`src/rtl/step_input_ctrl.sv`:
```
// -----------------------------------------------------------------------------
// step_input_ctrl
//   Conditions the raw board switches into clean synchronous controls for the
//   single-step MIPS core. Each switch is synchronised (two flops), debounced
//   (a level change must persist DEBOUNCE_CYCLES consecutive cycles) and, for
//   the step switch, rising-edge detected. A small IDLE/RUN/RST controller
//   turns these into a one-cycle core clock enable, a timed core reset, a
//   free-running run mode and a step counter.
//
// Ports
//   clk         in   board clock, everything on the rising edge
//   reset       in   synchronous active-high module reset
//   sw_step     in   raw step switch (asynchronous, bouncy)
//   sw_reset    in   raw core-reset switch (asynchronous, bouncy)
//   sw_run      in   raw run-mode switch (asynchronous, bouncy)
//   step_en     out  one-cycle pulse, core advances one instruction
//   cpu_reset   out  active-high reset to the core
//   run_active  out  high while the controller is in RUN
//   step_count  out  step_en pulses since the last core reset (wraps)
// -----------------------------------------------------------------------------
module step_input_ctrl #(
    parameter int DEBOUNCE_CYCLES = 1000000,
    parameter int RUN_DIV         = 50000000,
    parameter int RST_HOLD        = 4,
    parameter int CNT_W           = 32
) (
    input  logic             clk,
    input  logic             reset,
    input  logic             sw_step,
    input  logic             sw_reset,
    input  logic             sw_run,
    output logic             step_en,
    output logic             cpu_reset,
    output logic             run_active,
    output logic [CNT_W-1:0] step_count
);

    localparam int DB_W   = (DEBOUNCE_CYCLES > 1) ? $clog2(DEBOUNCE_CYCLES) : 1;
    localparam int DIV_W  = (RUN_DIV > 1) ? $clog2(RUN_DIV) : 1;
    localparam int HOLD_W = $clog2(RST_HOLD + 1);

    localparam logic [DB_W-1:0]   DB_LAST   = DB_W'(DEBOUNCE_CYCLES - 1);
    localparam logic [DIV_W-1:0]  DIV_LAST  = DIV_W'(RUN_DIV - 1);
    localparam logic [HOLD_W-1:0] HOLD_DONE = HOLD_W'(RST_HOLD);

    // Bit positions of the three switches in the packed input vectors.
    localparam int IDX_STEP = 0;
    localparam int IDX_RST  = 1;
    localparam int IDX_RUN  = 2;

    typedef enum logic [1:0] {
        ST_IDLE = 2'd0,
        ST_RUN  = 2'd1,
        ST_RST  = 2'd2
    } state_t;

    logic [2:0]       raw_s;
    logic [2:0]       sync1_r;
    logic [2:0]       sync2_r;
    logic [2:0]       db_r;
    logic [DB_W-1:0]  db_cnt_r [0:2];
    logic             step_prev_r;

    logic             rst_req_s;
    logic             run_db_s;
    logic             step_rise_s;

    state_t           state_r, state_s;
    logic [DIV_W-1:0] div_r, div_s;
    logic [HOLD_W-1:0] hold_r, hold_s;
    logic             step_en_s;
    logic             cpu_reset_s;
    logic             run_active_s;
    logic [CNT_W-1:0] count_s;

    assign raw_s = {sw_run, sw_reset, sw_step};

    // Two-flop synchroniser; the first stage feeds only the second stage.
    always_ff @(posedge clk) begin
        if (reset) begin
            sync1_r <= 3'b000;
            sync2_r <= 3'b000;
        end else begin
            sync1_r <= raw_s;
            sync2_r <= sync1_r;
        end
    end

    // Per-input debounce: count consecutive mismatching cycles, flip on the Nth.
    always_ff @(posedge clk) begin
        if (reset) begin
            db_r <= 3'b000;
            for (int i = 0; i < 3; i++) begin
                db_cnt_r[i] <= '0;
            end
        end else begin
            for (int i = 0; i < 3; i++) begin
                if (sync2_r[i] == db_r[i]) begin
                    db_cnt_r[i] <= '0;
                end else if (db_cnt_r[i] == DB_LAST) begin
                    db_r[i]     <= ~db_r[i];
                    db_cnt_r[i] <= '0;
                end else begin
                    db_cnt_r[i] <= db_cnt_r[i] + DB_W'(1);
                end
            end
        end
    end

    // Previous debounced step level for rising-edge detection.
    always_ff @(posedge clk) begin
        if (reset) begin
            step_prev_r <= 1'b0;
        end else begin
            step_prev_r <= db_r[IDX_STEP];
        end
    end

    assign rst_req_s   = db_r[IDX_RST];
    assign run_db_s    = db_r[IDX_RUN];
    assign step_rise_s = db_r[IDX_STEP] & ~step_prev_r;

    // Controller next-state and next-output logic; reset request outranks all.
    always_comb begin
        state_s     = state_r;
        div_s       = div_r;
        hold_s      = hold_r;
        step_en_s   = 1'b0;
        cpu_reset_s = 1'b0;
        count_s     = step_count;

        case (state_r)
            ST_IDLE: begin
                if (rst_req_s) begin
                    state_s     = ST_RST;
                    hold_s      = '0;
                    div_s       = '0;
                    cpu_reset_s = 1'b1;
                end else if (run_db_s) begin
                    state_s = ST_RUN;
                    div_s   = '0;
                end else if (step_rise_s) begin
                    step_en_s = 1'b1;
                end else begin
                    state_s = ST_IDLE;
                end
            end
            ST_RUN: begin
                if (rst_req_s) begin
                    state_s     = ST_RST;
                    hold_s      = '0;
                    div_s       = '0;
                    cpu_reset_s = 1'b1;
                end else if (!run_db_s) begin
                    // Leaving run mode suppresses any pulse due this cycle.
                    state_s = ST_IDLE;
                    div_s   = '0;
                end else if (div_r == DIV_LAST) begin
                    step_en_s = 1'b1;
                    div_s     = '0;
                end else begin
                    div_s = div_r + DIV_W'(1);
                end
            end
            ST_RST: begin
                div_s = '0;
                if (hold_r != HOLD_DONE) begin
                    hold_s = hold_r + HOLD_W'(1);
                end else begin
                    hold_s = hold_r;
                end
                // Core reset drops once the hold expires, even with the switch held.
                cpu_reset_s = (hold_s != HOLD_DONE);
                if ((hold_r == HOLD_DONE) && !rst_req_s) begin
                    state_s = ST_IDLE;
                end else begin
                    state_s = ST_RST;
                end
            end
            default: begin
                state_s     = ST_RST;
                hold_s      = '0;
                div_s       = '0;
                cpu_reset_s = 1'b1;
            end
        endcase

        if (state_s == ST_RST) begin
            count_s = '0;
        end else if (step_en_s) begin
            count_s = step_count + CNT_W'(1);
        end else begin
            count_s = step_count;
        end

        run_active_s = (state_s == ST_RUN);
    end

    // Controller state and registered outputs.
    always_ff @(posedge clk) begin
        if (reset) begin
            state_r    <= ST_RST;
            div_r      <= '0;
            hold_r     <= '0;
            step_en    <= 1'b0;
            cpu_reset  <= 1'b1;
            run_active <= 1'b0;
            step_count <= '0;
        end else begin
            state_r    <= state_s;
            div_r      <= div_s;
            hold_r     <= hold_s;
            step_en    <= step_en_s;
            cpu_reset  <= cpu_reset_s;
            run_active <= run_active_s;
            step_count <= count_s;
        end
    end

endmodule
```
`config.mk`:
```
export PLATFORM = sky130hd
export DESIGN_NAME = step_input_ctrl
export DESIGN_NICKNAME = d
export VERILOG_FILES = /design/src/rtl/step_input_ctrl.sv
export SDC_FILE = /design/constraint.sdc
export NUM_CORES = 1
export LEC_CHECK = 0
export ABC_CLOCK_PERIOD_IN_PS = 2200
export CAP_MARGIN = 30
export CORE_MARGIN = 4
export CORE_UTILIZATION = 54
export DETAILED_ROUTE_END_ITERATION = 10
export PLACE_DENSITY_LB_ADDON = 0.3
export SYNTH_ARGS = -nofsm -noshare
export SYNTH_HDL_FRONTEND = slang
export SYNTH_SLANG_ARGS = --single-unit
```
`constraint.sdc`:
```
create_clock -name clk -period 2.2 [get_ports clk]
set_clock_uncertainty 0.1 [all_clocks]
set_input_delay 0.22 -clock clk [delete_from_list [all_inputs] [get_ports clk]]
set_output_delay 0.22 -clock clk [all_outputs]
set_load 0.01 [all_outputs]
```
==> flow_metrics.py <==
metrics = {
    "place": {
        "post-dp-hpwl_um": 11000,
        "gp_congestion": 0.840,
        "port_buffers": 39,
        "dp_cells": 1061,
        "placed_area_um2": 8220,
    },
    "clock_tree": {
        "postCtsHoldBufs": 0,
        "cts_sinks": 136,
        "clk_latency_ns": 0.43,
        "htreeDepth": 4,
        "numCtsBuffers": 17,
        "cts_tree": "built",
        "path_clk_slew_ns": 0.06,
        "clockBufferDepth": 2,
        "cts-root-buf": "clkbuf_16",
    },
    "power_and_ir_drop": {
        "switchingPower_mw": 1.30,
        "power.leakage_nw": 3.17,
        "power.density_nw_per_um2": 631,
        "sequentialPowerShare_pct": 48.1,
        "p_int_mw": 4.46,
        "power.share.combinational_pct": 4.8,
        "p_sw_share_pct": 22.6,
        "pwr-share-clk_pct": 47.1,
        "ir_drop_v": 0.000398,
    },
    "timing": {
        "setup_violations": 35,
        "worstMarginPinSlew_ns": 0.612,
        "fin_crit_ns": 2.40,
        "period_share_pct": 109,
        "hold_viol": 0,
        "hold_ws_ns": 0.301,
        "fmax_ghz": 0.416,
        "slew_headroom_pct": 58.1,
        "rsz0062_at_grt": "yes",
        "setup_slack_ns": -0.204,
        "slew_viol_final": 0,
    },
    "finish": {
        "final_nets": 928,
        "final_area_um2": 9130,
        "drive_gt1_share_pct": 17.4,
        "fin_cells": 1101,
        "synthToLayoutAreaGrowth_pct": 32.5,
        "antenna_cells": 0,
        "final_core_util_pct": 72.6,
    },
    "routing": {
        "dr.pass1.iters": 6,
        "drt-total-wl_um": 16900,
        "wire_per_inst_um": 15.4,
        "drc_errors": 0,
        "vias": 6255,
        "ant_nets": 0,
        "viasPerCell": 5.68,
        "drtIter0Drc": 464,
    },
    "floorplan": {
        "pin_count": 40,
        "core_um2": 12600,
        "die-width_um": 121,
        "die_area_um2": 14600,
        "fp.dieH_um": 121,
        "rows": 41,
        "start_util_pct": 54.8,
    },
    "synthesis": {
        "netlist.area_leader.share_pct": 26.1,
        "synth-edff-count": 60,
        "synth_top_area_cell": "edfxtp_1",
        "syn_area_per_cell_um2": 9.25,
        "yosys-top-cells-count": "nor2_1 (96), dfxtp_1 (76), edfxtp_1 (60)",
        "yosys_warnings": 0,
        "synthCells": 745,
        "yosys-top-cells-area": "edfxtp_1 (26%), dfxtp_1 (22%), nor2_1 (5.2%)",
        "syn_area_um2": 6890,
        "yosys_register_bits": 136,
        "synth_ff_type": "dfxtp_1",
        "async_flop_share_pct": 0,
        "synth-seq-area-share_pct": 48.2,
        "synth_most_common_cell": "nor2_1",
        "ys_types": 56,
    },
    "critical_path": {
        "cp.required_ns": 2.45,
        "worstPathArrival_ns": 2.65,
        "startpoint": "div_r[18]",
        "end_kind": "flop",
        "path_class": "flop to flop",
        "critPathMaxFanout": 27,
        "timing.rr.start": "div_r[18]",
        "crit_path_start_kind": "flop",
    },
    "run_status": {
        "outcome": "finished, violations left",
        "violations": "setup timing",
    },
    "global_route": {
        "grt_pass1_vias": 6131,
        "grt_max_degree": 32,
        "grtUsageTotal_pct": 23.7,
        "antenna_found_initial": 0,
        "overflow": 0,
        "grt_pass1_wl_um": 28400,
    },
    "worst_hold_path": {
        "hp-class": "input port to flop",
        "hold_start": "sw_step",
    },
    "job": {
        "cap_violations": 0,
    },
}
timing repair:
action,CTS,global route
resized for setup,27,34
setup endpoints to repair,56,89
cloned,3,2
buffers inserted,3,3
pin swaps,11,19
routing by layer:
layer | vias up | GRT usage, % | part of all wire, % | wire [µm]
met3 | 43 | 4.90 | 5.4 | 912
met5 | - | 0 | 0 | 0
met1 | 2959 | 29.9 | 43 | 7250
li1 | 3044 | - | - | -
met4 | 0 | 9.63 | 2.3 | 395
met2 | 209 | 39.8 | 50 | 8390
kinds of logic after synthesis:
logic type / synth area share (%)
buf+inv: 2.56
other cells: 0.0544
fa+ha+maj: 1.27
compound gates: 11.3
xor+xnor: 7.75
simple gates: 28.0
flops: 48.2
mux: 0.872
through the flow:
stage	total power [mW]	setup WS, ns	setup TNS (ns)
floorplan	2.98	-0.0781	-1.03
global placement	3.06	-0.151	-1.95
detailed placement	3.08	-0.221	-3.54
CTS	5.78	-0.207	-3.79
global route	5.96	-0.260	-6.00
finish	5.76	-0.204	-3.35
registers in the layout, indices dropped and copies added (netlist names):
signal and cells:
run_active 1, step_count 32, step_prev_r 1, sync1_r 3, cpu_reset 1, sync2_r 3
db_r 3, state_r 2, step_en 1, hold_r 3, db_cnt_r 60, div_r 26
final cells by class:
cell class	count	area, µm²
Fill cell	925	3440
Tap cell	172	215
Inverter	17	63.8
Clock inverter	13	101
Sequential cell	136	3330
Timing Repair Buffer	119	1120
Clock buffer	19	464
Multi-Input combinational cell	625	3830
critical path, stage by stage (launching register included):
cell and delay (ns):
dfxtp_2 0.32, or4b_4 0.54, nor4_4 0.37, a31oi_4 0.15
buf_12 0.18, buf_4 0.14, or3_1 0.35, a21oi_1 0.18
cell usage in the layout (no fill, tap or decap), types with 20 or more instances in the layout:
cell type        synthesis  layout
xor2_1                  29      28
clkdlybuf4s50_1          0      39
nand2_1                 56      56
clkbuf_16                0      20
dfxtp_1                 76      72
nand3_1                 56      54
edfxtp_1                60      60
buf_4                    0      67
a21oi_1                 45      38
nand4_1                 30      30
xnor2_1                 32      32
nor2_1                  96      96
conb_1                   1      60
worst paths after layout:
kind              slack, ns        endpoint  depth (start not counted)
setup / recovery      -0.20  step_count[17]                          7
hold / removal         0.30      sync1_r[0]                          2
setup reg to reg      -0.20  step_count[17]                          7
hold reg to reg        0.35      sync2_r[1]                          1
power groups by stage:
stage               Clock [mW]  Combinational (mW)  Sequential (mW)
floorplan                    0               0.168             2.81
global placement             0               0.247             2.81
detailed placement           0               0.260             2.82
CTS                       2.74               0.266             2.77
global route              2.88               0.305             2.78
finish                    2.71               0.275             2.77
(Power assumes the default switching activity.)
